[src/rtl/phy_pkg.sv]
// rtl/phy_pkg.sv - shared encodings and constants for the phy transmit arbiter
package phy_pkg;

    typedef enum logic [1:0] {
        ST_RESET  = 2'd0,
        ST_INIT   = 2'd1,
        ST_IDLE   = 2'd2,
        ST_ACTIVE = 2'd3
    } state_e;

    localparam logic [7:0] PHY_COM   = 8'hBC;
    localparam int         PHY_DW    = 8;
    localparam int         PHY_N_REQ = 4;

    function automatic logic [3:0] onehot4(input logic [1:0] idx);
        return 4'b0001 << idx;
    endfunction

endpackage

[src/rtl/rr_pick4.sv]
// rtl/rr_pick4.sv - first eligible request among four, searching upward from a start index
module rr_pick4 (
    input  logic [3:0] req_i,
    input  logic [3:0] mask_i,
    input  logic [1:0] start_i,
    output logic       found_o,
    output logic [1:0] idx_o
);

    logic [3:0] elig;
    assign elig = req_i & ~mask_i;

    // Walk offsets from farthest to nearest so the nearest eligible index wins.
    always_comb begin
        found_o = 1'b0;
        idx_o   = start_i;
        for (int i = 3; i >= 0; i--) begin
            if (elig[start_i + 2'(i)]) begin
                found_o = 1'b1;
                idx_o   = start_i + 2'(i);
            end
        end
    end

endmodule

[src/rtl/phy_tx_arbiter.sv]
// rtl/phy_tx_arbiter.sv - link-init FSM and two-lane round-robin scheduler feeding the phy
module phy_tx_arbiter
    import phy_pkg::*;
#(
    parameter int N_REQ       = 4,
    parameter int INIT_CYCLES = 8,
    parameter int DW          = 8
) (
    input  logic            clk_2f,
    input  logic            reset,
    input  logic            enable,
    input  logic [3:0]      fifo_empty,
    input  logic [4*DW-1:0] fifo_data,
    input  logic [1:0]      pause,
    output logic [3:0]      fifo_pop,
    output logic [DW-1:0]   data_out_0,
    output logic [DW-1:0]   data_out_1,
    output logic            valid_out_0,
    output logic            valid_out_1,
    output logic [1:0]      state
);

    localparam int CW = (INIT_CYCLES > 1) ? $clog2(INIT_CYCLES) : 1;

    state_e          state_q;
    logic [CW-1:0]   init_cnt_q;
    logic [1:0]      rr_ptr_q;
    logic [1:0]      rr_ptr_d;
    logic [DW-1:0]   data0_q;
    logic [DW-1:0]   data1_q;
    logic            valid0_q;
    logic            valid1_q;

    logic            active;
    logic [3:0]      cand;
    logic            f0;
    logic            f1;
    logic [1:0]      i0;
    logic [1:0]      i1;
    logic            g0_v;
    logic            g1_v;
    logic [3:0]      mask1;
    logic [1:0]      start1;

    assign active = (state_q == ST_ACTIVE);
    assign cand   = ~fifo_empty;

    rr_pick4 u_lane0 (
        .req_i   (cand),
        .mask_i  (4'b0000),
        .start_i (rr_ptr_q),
        .found_o (f0),
        .idx_o   (i0)
    );

    assign g0_v   = active & ~pause[0] & f0;
    // Lane 1 continues the rotation just past lane 0's winner so one requester never takes both lanes.
    assign mask1  = g0_v ? onehot4(i0) : 4'b0000;
    assign start1 = g0_v ? (i0 + 2'd1) : rr_ptr_q;

    rr_pick4 u_lane1 (
        .req_i   (cand),
        .mask_i  (mask1),
        .start_i (start1),
        .found_o (f1),
        .idx_o   (i1)
    );

    assign g1_v = active & ~pause[1] & f1;

    always_comb begin
        fifo_pop = 4'b0000;
        if (g0_v) fifo_pop = fifo_pop | onehot4(i0);
        if (g1_v) fifo_pop = fifo_pop | onehot4(i1);
        rr_ptr_d = rr_ptr_q;
        if (g1_v)      rr_ptr_d = i1 + 2'd1;
        else if (g0_v) rr_ptr_d = i0 + 2'd1;
    end

    always_ff @(posedge clk_2f or negedge reset) begin
        if (!reset) begin
            state_q    <= ST_RESET;
            init_cnt_q <= '0;
            rr_ptr_q   <= 2'd0;
            data0_q    <= '0;
            data1_q    <= '0;
            valid0_q   <= 1'b0;
            valid1_q   <= 1'b0;
        end else begin
            data0_q  <= g0_v ? fifo_data[32'(i0)*DW +: DW] : '0;
            data1_q  <= g1_v ? fifo_data[32'(i1)*DW +: DW] : '0;
            valid0_q <= g0_v;
            valid1_q <= g1_v;
            rr_ptr_q <= rr_ptr_d;
            case (state_q)
                ST_RESET: begin
                    state_q    <= ST_INIT;
                    init_cnt_q <= '0;
                end
                ST_INIT: begin
                    if (init_cnt_q == CW'(INIT_CYCLES - 1)) begin
                        init_cnt_q <= '0;
                        state_q    <= enable ? ST_ACTIVE : ST_IDLE;
                    end else begin
                        init_cnt_q <= init_cnt_q + CW'(1);
                    end
                end
                ST_IDLE:   if (enable)  state_q <= ST_ACTIVE;
                ST_ACTIVE: if (!enable) state_q <= ST_IDLE;
                default:   state_q <= ST_RESET;
            endcase
        end
    end

    assign data_out_0  = data0_q;
    assign data_out_1  = data1_q;
    assign valid_out_0 = valid0_q;
    assign valid_out_1 = valid1_q;
    assign state       = state_q;

    a_cfg: assert property (@(posedge clk_2f) (N_REQ == PHY_N_REQ) && (INIT_CYCLES >= 4));

endmodule

[config.mk]
export PLATFORM = sky130hd
export DESIGN_NAME = phy_tx_arbiter
export DESIGN_NICKNAME = d
export VERILOG_FILES = /design/src/rtl/phy_pkg.sv /design/src/rtl/rr_pick4.sv /design/src/rtl/phy_tx_arbiter.sv
export SDC_FILE = /design/constraint.sdc
export NUM_CORES = 1
export LEC_CHECK = 0
export ABC_AREA = 1
export CAP_MARGIN = 20
export CORE_MARGIN = 1.5
export CORE_UTILIZATION = 40
export DETAILED_ROUTE_END_ITERATION = 12
export GPL_TIMING_DRIVEN = 0
export PLACE_DENSITY = 0.78
export SYNTH_ARGS = -nofsm -noshare
export SYNTH_HDL_FRONTEND = slang
export SYNTH_HIERARCHICAL = 1
export SYNTH_SLANG_ARGS = --single-unit
export TNS_END_PERCENT = 100
[constraint.sdc]
create_clock -name clk_2f -period 11.7 [get_ports clk_2f]
set_input_delay 1.17 -clock clk_2f [delete_from_list [all_inputs] [get_ports clk_2f]]
set_output_delay 1.17 -clock clk_2f [all_outputs]
set_load 0.01 [all_outputs]
# Yosys cells after proc, flatten, opt, wreduce, memory -nomap -nowiden
# Index checks and enable logic that the tools add are counted.
word_totals:
  register_bits: 25
  elab_cells: 93
  out_inout_bits: 24
  inputBits: 41
op_classes:
  bitwise_logic: 10
  shift: 4
  reduce_logical: 3
  mux: 45
  order_cmp: 8
  n_eq_ne: 7
  n_addsub: 9
op_table:
  columns: ["op", "n"]
  rows:
  - ["indexed part select 32 x 6 -> 8 bit", 2]
  - ["two-way mux 2 bit", 13]
  - ["less-than comparator 2 x 3 -> 1 bit, second input constant", 8]
  - ["two-way mux 1 bit", 17]
  - ["binary-select mux 1 bit (select 2 bit)", 8]
  - ["two-way mux 8 bit", 2]
  - ["adder 2 x 1 -> 2 bit, second input constant", 4]
  - ["adder 2 bit, second input constant", 4]
  - ["two-way mux 4 bit", 2]
  - ["NOT 4 bit", 2]
  - ["case mux 2 bit (4 select lines)", 1]
  - ["<< shifter 1 x 2 -> 4 bit, first input constant", 2]
  - ["!= test 2 bit, second input constant", 3]
  - ["case mux 3 bit (2 select lines)", 1]
  - ["AND 1 bit", 4]
  - ["AND 4 bit", 1]
  - ["equality test 2 bit, second input constant", 2]
  - ["bitwise OR 4 bit", 1]
  - ["adder 3 x 1 -> 3 bit, second input constant", 1]
  - ["equality test 3 bit, second input constant", 1]
  - ["two-way mux 3 bit", 1]
  - ["AND reduction 3 bit", 1]
  - ["equality test 2 x 1 -> 1 bit, second input constant", 1]
  - ["logical NOT 2 bit", 1]
  - ["2 further kinds", 3]

# Logic depth before layout (Yosys ltp)
# Gate-level depths: netlist of run 1.
logic_depth:
  ltp_word: 20
  depth_mapped: 35
  depth_no_buf: 31

# Modules after synthesis
# The synthesis of run 1 kept the hierarchy.
by_module_without_submodules:
  columns: ["module", "n_inst", "seq_area_each_um2", "cells_per_inst", "area_per_inst_um2"]
  rows:
  - ["phy_tx_arbiter", 1, 625.6, 255, 1671.6]
  - ["rr_pick4", 2, 0.0, 51, 250.2]

# Worst setup path before layout of run 1
# Ideal clock, no wire load.
synth_timing:
  kind: "input to output"
  startpoint: "in fifo_empty[2]"
  endpoint: "out fifo_pop[0]"
  path_slack_ps: 6117
  cell_stages: 29
  required_time_ps: 10530
  path_buffers: 4
  t_arrival_ps: 4413
  cell_sequence: "inv_1 nand3_1 nand2_4 nand2_1 nand3_1 nand3_1 nand2_1 nand2_1 nand2_1 clkbuf_1 buf_2 inv_1 ha_1 inv_1 nand3_1 and2_1 xnor2_2 nand2_1 nand3_1 nand3_1 nand2_1 nand2_1 nand2_1 buf_2 clkbuf_1 inv_1 ha_1 nand2_1 o21ai_0"
synth_between:
  word_cells_on_any_way: 47
  classes_between: "add/sub (4); shift (2); mux (35); bitwise (6)"
synth_lines:
  columns: ["element", "line_no", "rtl"]
  rows:
  - ["from (decl)", "phy_tx_arbiter.sv:12", "input logic [3:0] fifo_empty,"]
  - ["NOT 4 bit *", "phy_tx_arbiter.sv:46", "assign cand = ~fifo_empty;"]
  - ["binary-select mux 1 bit (select 2 bit)", "rr_pick4.sv:18", "if (elig[start_i + 2'(i)]) begin"]
  - ["two-way mux 1 bit (implied by the code)", "rr_pick4.sv:18", null]
  - ["two-way mux 2 bit (3 in a row)", "rr_pick4.sv:18", null]
  - ["two-way mux 2 bit *", "rr_pick4.sv:18", null]
  - ["net i0[1]", "phy_tx_arbiter.sv:38", "logic [1:0] i0;"]
  - ["adder 2 x 1 -> 2 bit *", "phy_tx_arbiter.sv:59", "assign start1 = g0_v ? (i0 + 2'd1) : rr_ptr_q;"]
  - ["two-way mux 2 bit *", null, null]
  - ["net start1[1]", "phy_tx_arbiter.sv:43", "logic [1:0] start1;"]
  - ["[... 1 more ...]", null, null]
  - ["binary-select mux 1 bit (select 2 bit)", "rr_pick4.sv:18", null]
  - ["two-way mux 1 bit (implied by the code)", "rr_pick4.sv:18", null]
  - ["two-way mux 2 bit (3 in a row)", "rr_pick4.sv:18", null]
  - ["two-way mux 2 bit *", "rr_pick4.sv:18", null]
  - ["net i1[1]", "phy_tx_arbiter.sv:39", "logic [1:0] i1;"]
  - ["<< shifter 1 x 2 -> 4 bit *", "phy_pkg.sv:16", "return 4'b0001 << idx;"]
  - ["bitwise OR 4 bit *", "phy_tx_arbiter.sv:74", "if (g1_v) fifo_pop = fifo_pop | onehot4(i1);"]
  - ["two-way mux 4 bit *", "phy_tx_arbiter.sv:74", null]
  - ["to (decl)", "phy_tx_arbiter.sv:15", "output logic [3:0] fifo_pop,"]
# The timed path passes the listed nets; every way through them passes the cells marked *. The select of a mux whose other input is x is not followed.

# Worst setup path in the final report of run 1
layout_timing:
  startpoint: "in fifo_empty[2]"
  endpoint: "out fifo_pop[0]"
layout_between:
  word_cells_on_any_way: 47
  classes_between: "add/sub (4); shift (2); mux (35); bitwise (6)"
layout_lines:
  columns: ["element", "line_no", "rtl"]
  rows:
  - ["NOT 4 bit *", "phy_tx_arbiter.sv:46", null]
  - ["net cand[2]", "phy_tx_arbiter.sv:35", "logic [3:0] cand;"]
  - ["binary-select mux 1 bit (select 2 bit)", "rr_pick4.sv:18", null]
  - ["two-way mux 1 bit (implied by the code)", "rr_pick4.sv:18", null]
  - ["two-way mux 2 bit (3 in a row)", "rr_pick4.sv:18", null]
  - ["two-way mux 2 bit *", "rr_pick4.sv:18", null]
  - ["net i0[1]", "phy_tx_arbiter.sv:38", null]
  - ["adder 2 x 1 -> 2 bit *", "phy_tx_arbiter.sv:59", null]
  - ["[... 1 more ...]", null, null]
  - ["net start1[1]", "phy_tx_arbiter.sv:43", null]
  - ["[... 1 more ...]", null, null]
  - ["binary-select mux 1 bit (select 2 bit)", "rr_pick4.sv:18", null]
  - ["two-way mux 1 bit (implied by the code)", "rr_pick4.sv:18", null]
  - ["two-way mux 2 bit (3 in a row)", "rr_pick4.sv:18", null]
  - ["two-way mux 2 bit *", "rr_pick4.sv:18", null]
  - ["net i1[1]", "phy_tx_arbiter.sv:39", null]
  - ["<< shifter 1 x 2 -> 4 bit *", "phy_pkg.sv:16", null]
  - ["bitwise OR 4 bit *", "phy_tx_arbiter.sv:74", null]
  - ["two-way mux 4 bit *", "phy_tx_arbiter.sv:74", null]
# Marked as above.

==> reports/metrics.csv, run 1 <==
stage,metric,value,unit
status,status,"complete, no violations",
synthesis,Post-Synth Simple-Gate Area,42.6,%
synthesis,Yosys reg bits,25,
critical_path,Required @ worst endpoint,10.53,ns
sta,Pins Over Slew Limit,0,
critical_path,Buf/Inv on CP,10,
global_route,vias in the first global route,2199,
power,PD cells,340,nW/um2
synthesis,mux cell area share after synthesis,0,%
sta,total negative setup slack,0,ns
synthesis,sequential share of the synthesized area,28.8,%
sta,Max-slew headroom,62.5,%
clock_network,clock buffer depth,2,
sta,Fmax,0.136,GHz
global_route,GRT overflow,0,
clock_network,Hold Buf Count CTS,0,
synthesis,Post-Synth Adder-Cell Area,5.76,%
clock_network,later-pin clock latency in the skew report,0.28,ns
sta,Setup Viol. Count Final,0,
floorplan,Die W,76.7,um
cells_and_area,Final Instance Area,2970,um2
critical_path,Reg-to-Reg Start,rr_ptr_q[0],
placed_design,Post-DP Area,2930,um2
cells_and_area,Nets,481,
detailed_routing,drt pass-1 iters,4,
clock_network,"CTS clk-pin slew, worst paths",0.09,ns
power,Design Power,1.01,mW
placed_design,HPWL Detailed,4430,um
sta,clk_skew,0.00651,ns
floorplan,num rows,26,
detailed_routing,WL per Instance,11.8,um
critical_path,Worst R2R Path Depth,30,
detailed_routing,DR DRC count,0,
synthesis,YS warnings,6,
critical_path,R2R Setup Slk,6.97,ns
critical_path,Crit Path Class,in2out,
sta,final hold vios,0,
synthesis,Mapped Cells,357,
floorplan,die area,5880,um2
critical_path,worst reg2reg endpoint,rr_ptr_q[1],
critical_path,critical path startpoint,fifo_empty[2],
synthesis,Commonest cells post-synth,"nand2_1, inv_1, nand3_1",
detailed_routing,via-per-instance ratio,4.68,
critical_path,"most used cell, CP",nand2_1,
detailed_routing,routed length on met1,2600,um
clock_network,CTS root buffer,clkbuf_8,
clock_network,post-CTS sizing,0,
synthesis,Main synth FF type,dfrtp_1,
detailed_routing,DR WL met2,2830,um
synthesis,number of synthesized flops with an enable pin,0,
global_route,pin count of the biggest net entering global routing,17,
detailed_routing,via count,2333,
detailed_routing,Initial DRC Count,239,
floorplan,Ports,65,
critical_path,Worst Path Arrival,6.16,ns
floorplan,Starting Density,42.0,%
placed_design,Placer Congestion,0.839,
sta,period utilization,62.7,%
synthesis,cell taking the most area after synthesis,dfrtp_1,
critical_path,largest stage delay on the critical path,0.49,ns
hold_path,hold path start,init_cnt_q[1],
sta,min Tclk post-route,7.33,ns
power,worst vdd ir,0.256,mV
critical_path,end point of the critical path,fifo_pop[0],
detailed_routing,metal3 WL,358,um
detailed_routing,DR top layer,met4,
cells_and_area,"Area growth, synth to finish",36.8,%
critical_path,top fanout value on the critical path,10,
power,P_leak,1.58,nW
clock_network,H-tree depth reported by CTS,1,
synthesis,synth unique cells,25,
placed_design,port bufs,64,
cells_and_area,number of diodes,0,
floorplan,core area,5170,um2
clock_network,clock sink total,25,
global_route,global-route wire length before repair,9920,um
cells_and_area,# fillers,496,
clock_network,CTS tree,yes,
critical_path,Critical-path top delay cell,clkdlybuf4s50_1,
global_route,initial antenna violation count,0,
critical_path,WP depth,31,
synthesis,largest family of logic cells by synthesized area,simple AND/OR/NAND/NOR gates,
critical_path,crit end category,output port,
synthesis,largest cells by area after synthesis,"dfrtp_1, nand2_1, nand3_1",
synthesis,xor-xnor portion of the synthesized cell area,1.50,%
synthesis,"count leader, synth",nand2_1,
global_route,Total GRT Usage,20.7,%
detailed_routing,final WL,5880,um
sta,unrepaired setup endpoints after global routing,false,
detailed_routing,Final ANT Viol Nets,0,
clock_network,Num CTS Buffers,3,
synthesis,Mean Syn Cell Area,6.08,um2
hold_path,Worst Hold Class,reg2reg,
cells_and_area,share of cells above drive strength 1,10.7,%
flow_run,max_cap viols,0,
synthesis,Post-Syn Area,2170,um2
critical_path,CP top delay family,buffers and inverters,
synthesis,Compound-Gate Fraction of Synth Area,6.28,%
clock_network,postcts setup bufs,0,
critical_path,startpoint types,input port,
synthesis,post-synthesis async set-or-reset flop share,100,%
sta,Worst-Margin Slew,0.563,ns
floorplan,die height,76.7,um
synthesis,Synth top area share,28.8,%
## final cells by class
class / instances / area (um2) / share of cell area [%]
well taps: 70 / 87.6 / 2.95
multi-input cells: 262 / 1230 / 41.5
flip-flops and latches: 25 / 626 / 21.1
repair buffers: 65 / 656 / 22.1
inverters: 59 / 233 / 7.83
plain buffers: 14 / 91.3 / 3.07
clock buffers: 4 / 45.0 / 1.52
## per-stage QoR
stage          worst slack, ns  utilization (%)  hold slack [ns]  instances
5_1_grt                   3.99             57.5            0.532        499
6_report                  4.37             57.5            0.492        499
2_1_floorplan             6.12                -            0.453        360
3_3_place_gp              4.59             56.3            0.472        494
4_1_cts                   4.41             57.5            0.496        499
3_5_place_dp              4.44             56.6            0.473        495
## cells by family (layout without fill, tap and decap cells)
family                   Yosys count  in the layout
AND/OR/NAND/NOR                  220            220
buffers and inverters             73            142
AO/OA/AOI/OAI                     26             26
flip-flops                        25             25
adder cells (fa/ha/maj)           10             10
XOR/XNOR                           2              2
other                              1              4
## worst reg2reg max path, delay by kind of cell, from the launching register on
family	cells	cell delay (ns)
buffers and inverters	9	1.88
AND/OR/NAND/NOR	18	1.55
adder cells (fa/ha/maj)	2	0.58
flip-flops	1	0.40
XOR/XNOR	1	0.21
## worst min path at each step
stage                     to  slack (ns)  cells past startpoint
5_1_grt        init_cnt_q[1]        0.53                      2
3_5_place_dp   init_cnt_q[1]        0.47                      2
2_1_floorplan  init_cnt_q[1]        0.45                      2
3_3_place_gp   init_cnt_q[1]        0.47                      2
6_report       init_cnt_q[1]        0.49                      2
4_1_cts        init_cnt_q[1]        0.50                      2
## state kept, by name, summed over array words and instances, names as in the netlist
| register | cells |
|---|---|
| state | 2 |
| data_out_1 | 8 |
| rr_ptr_q | 2 |
| init_cnt_q | 3 |
| valid_out_1 | 1 |
| valid_out_0 | 1 |
| data_out_0 | 8 |
## cell usage in the layout (no fill, tap or decap), types with 6 or more instances in the layout
master,instances
nor2_1,25
dfrtp_1,25
a21oi_1,16
nand2_2,10
clkdlybuf4s50_1,64
inv_2,13
nand3_1,42
nand2_1,138
inv_1,42
ha_1,10
buf_2,7
o21ai_0,6
## per-layer routing
metal | global-route usage, % | up-vias
met5 | 0 | -
met4 | 6.85 | 0
met3 | 2.38 | 13
met2 | 35.1 | 93
met1 | 27.2 | 1010
li1 | - | 1217
## where the power goes
group | switching [mW] | internal (mW) | leakage (nW) | total (mW)
combinational | 0.531 | 0.305 | 1.23 | 0.836
sequential | 0.0107 | 0.111 | 0.329 | 0.122
clock | 0.0290 | 0.0244 | 0.0228 | 0.0535
No activity file was read; power rests on OpenSTA's default activity.
==> run 2, diff against run 1 <==
==> constraint.sdc (replaced) <==
create_clock -name clk_2f -period 7.3 [get_ports clk_2f]
set_input_delay 0.73 -clock clk_2f [delete_from_list [all_inputs] [get_ports clk_2f]]
set_output_delay 0.73 -clock clk_2f [all_outputs]
set_load 0.01 [all_outputs]
==> results of run 2 <==
Same layout as run 1 (identical final DEF). Status: complete, no violations.
Among the figures that moved: setup slack after placement 4.44 ns -> 0.923 ns; setup slack after layout 4.37 ns -> 0.847 ns; register-to-register setup slack 6.97 ns -> 2.57 ns; total power 1.01 mW -> 1.62 mW; worst IR drop on VDD 0.256 mV -> 0.411 mV
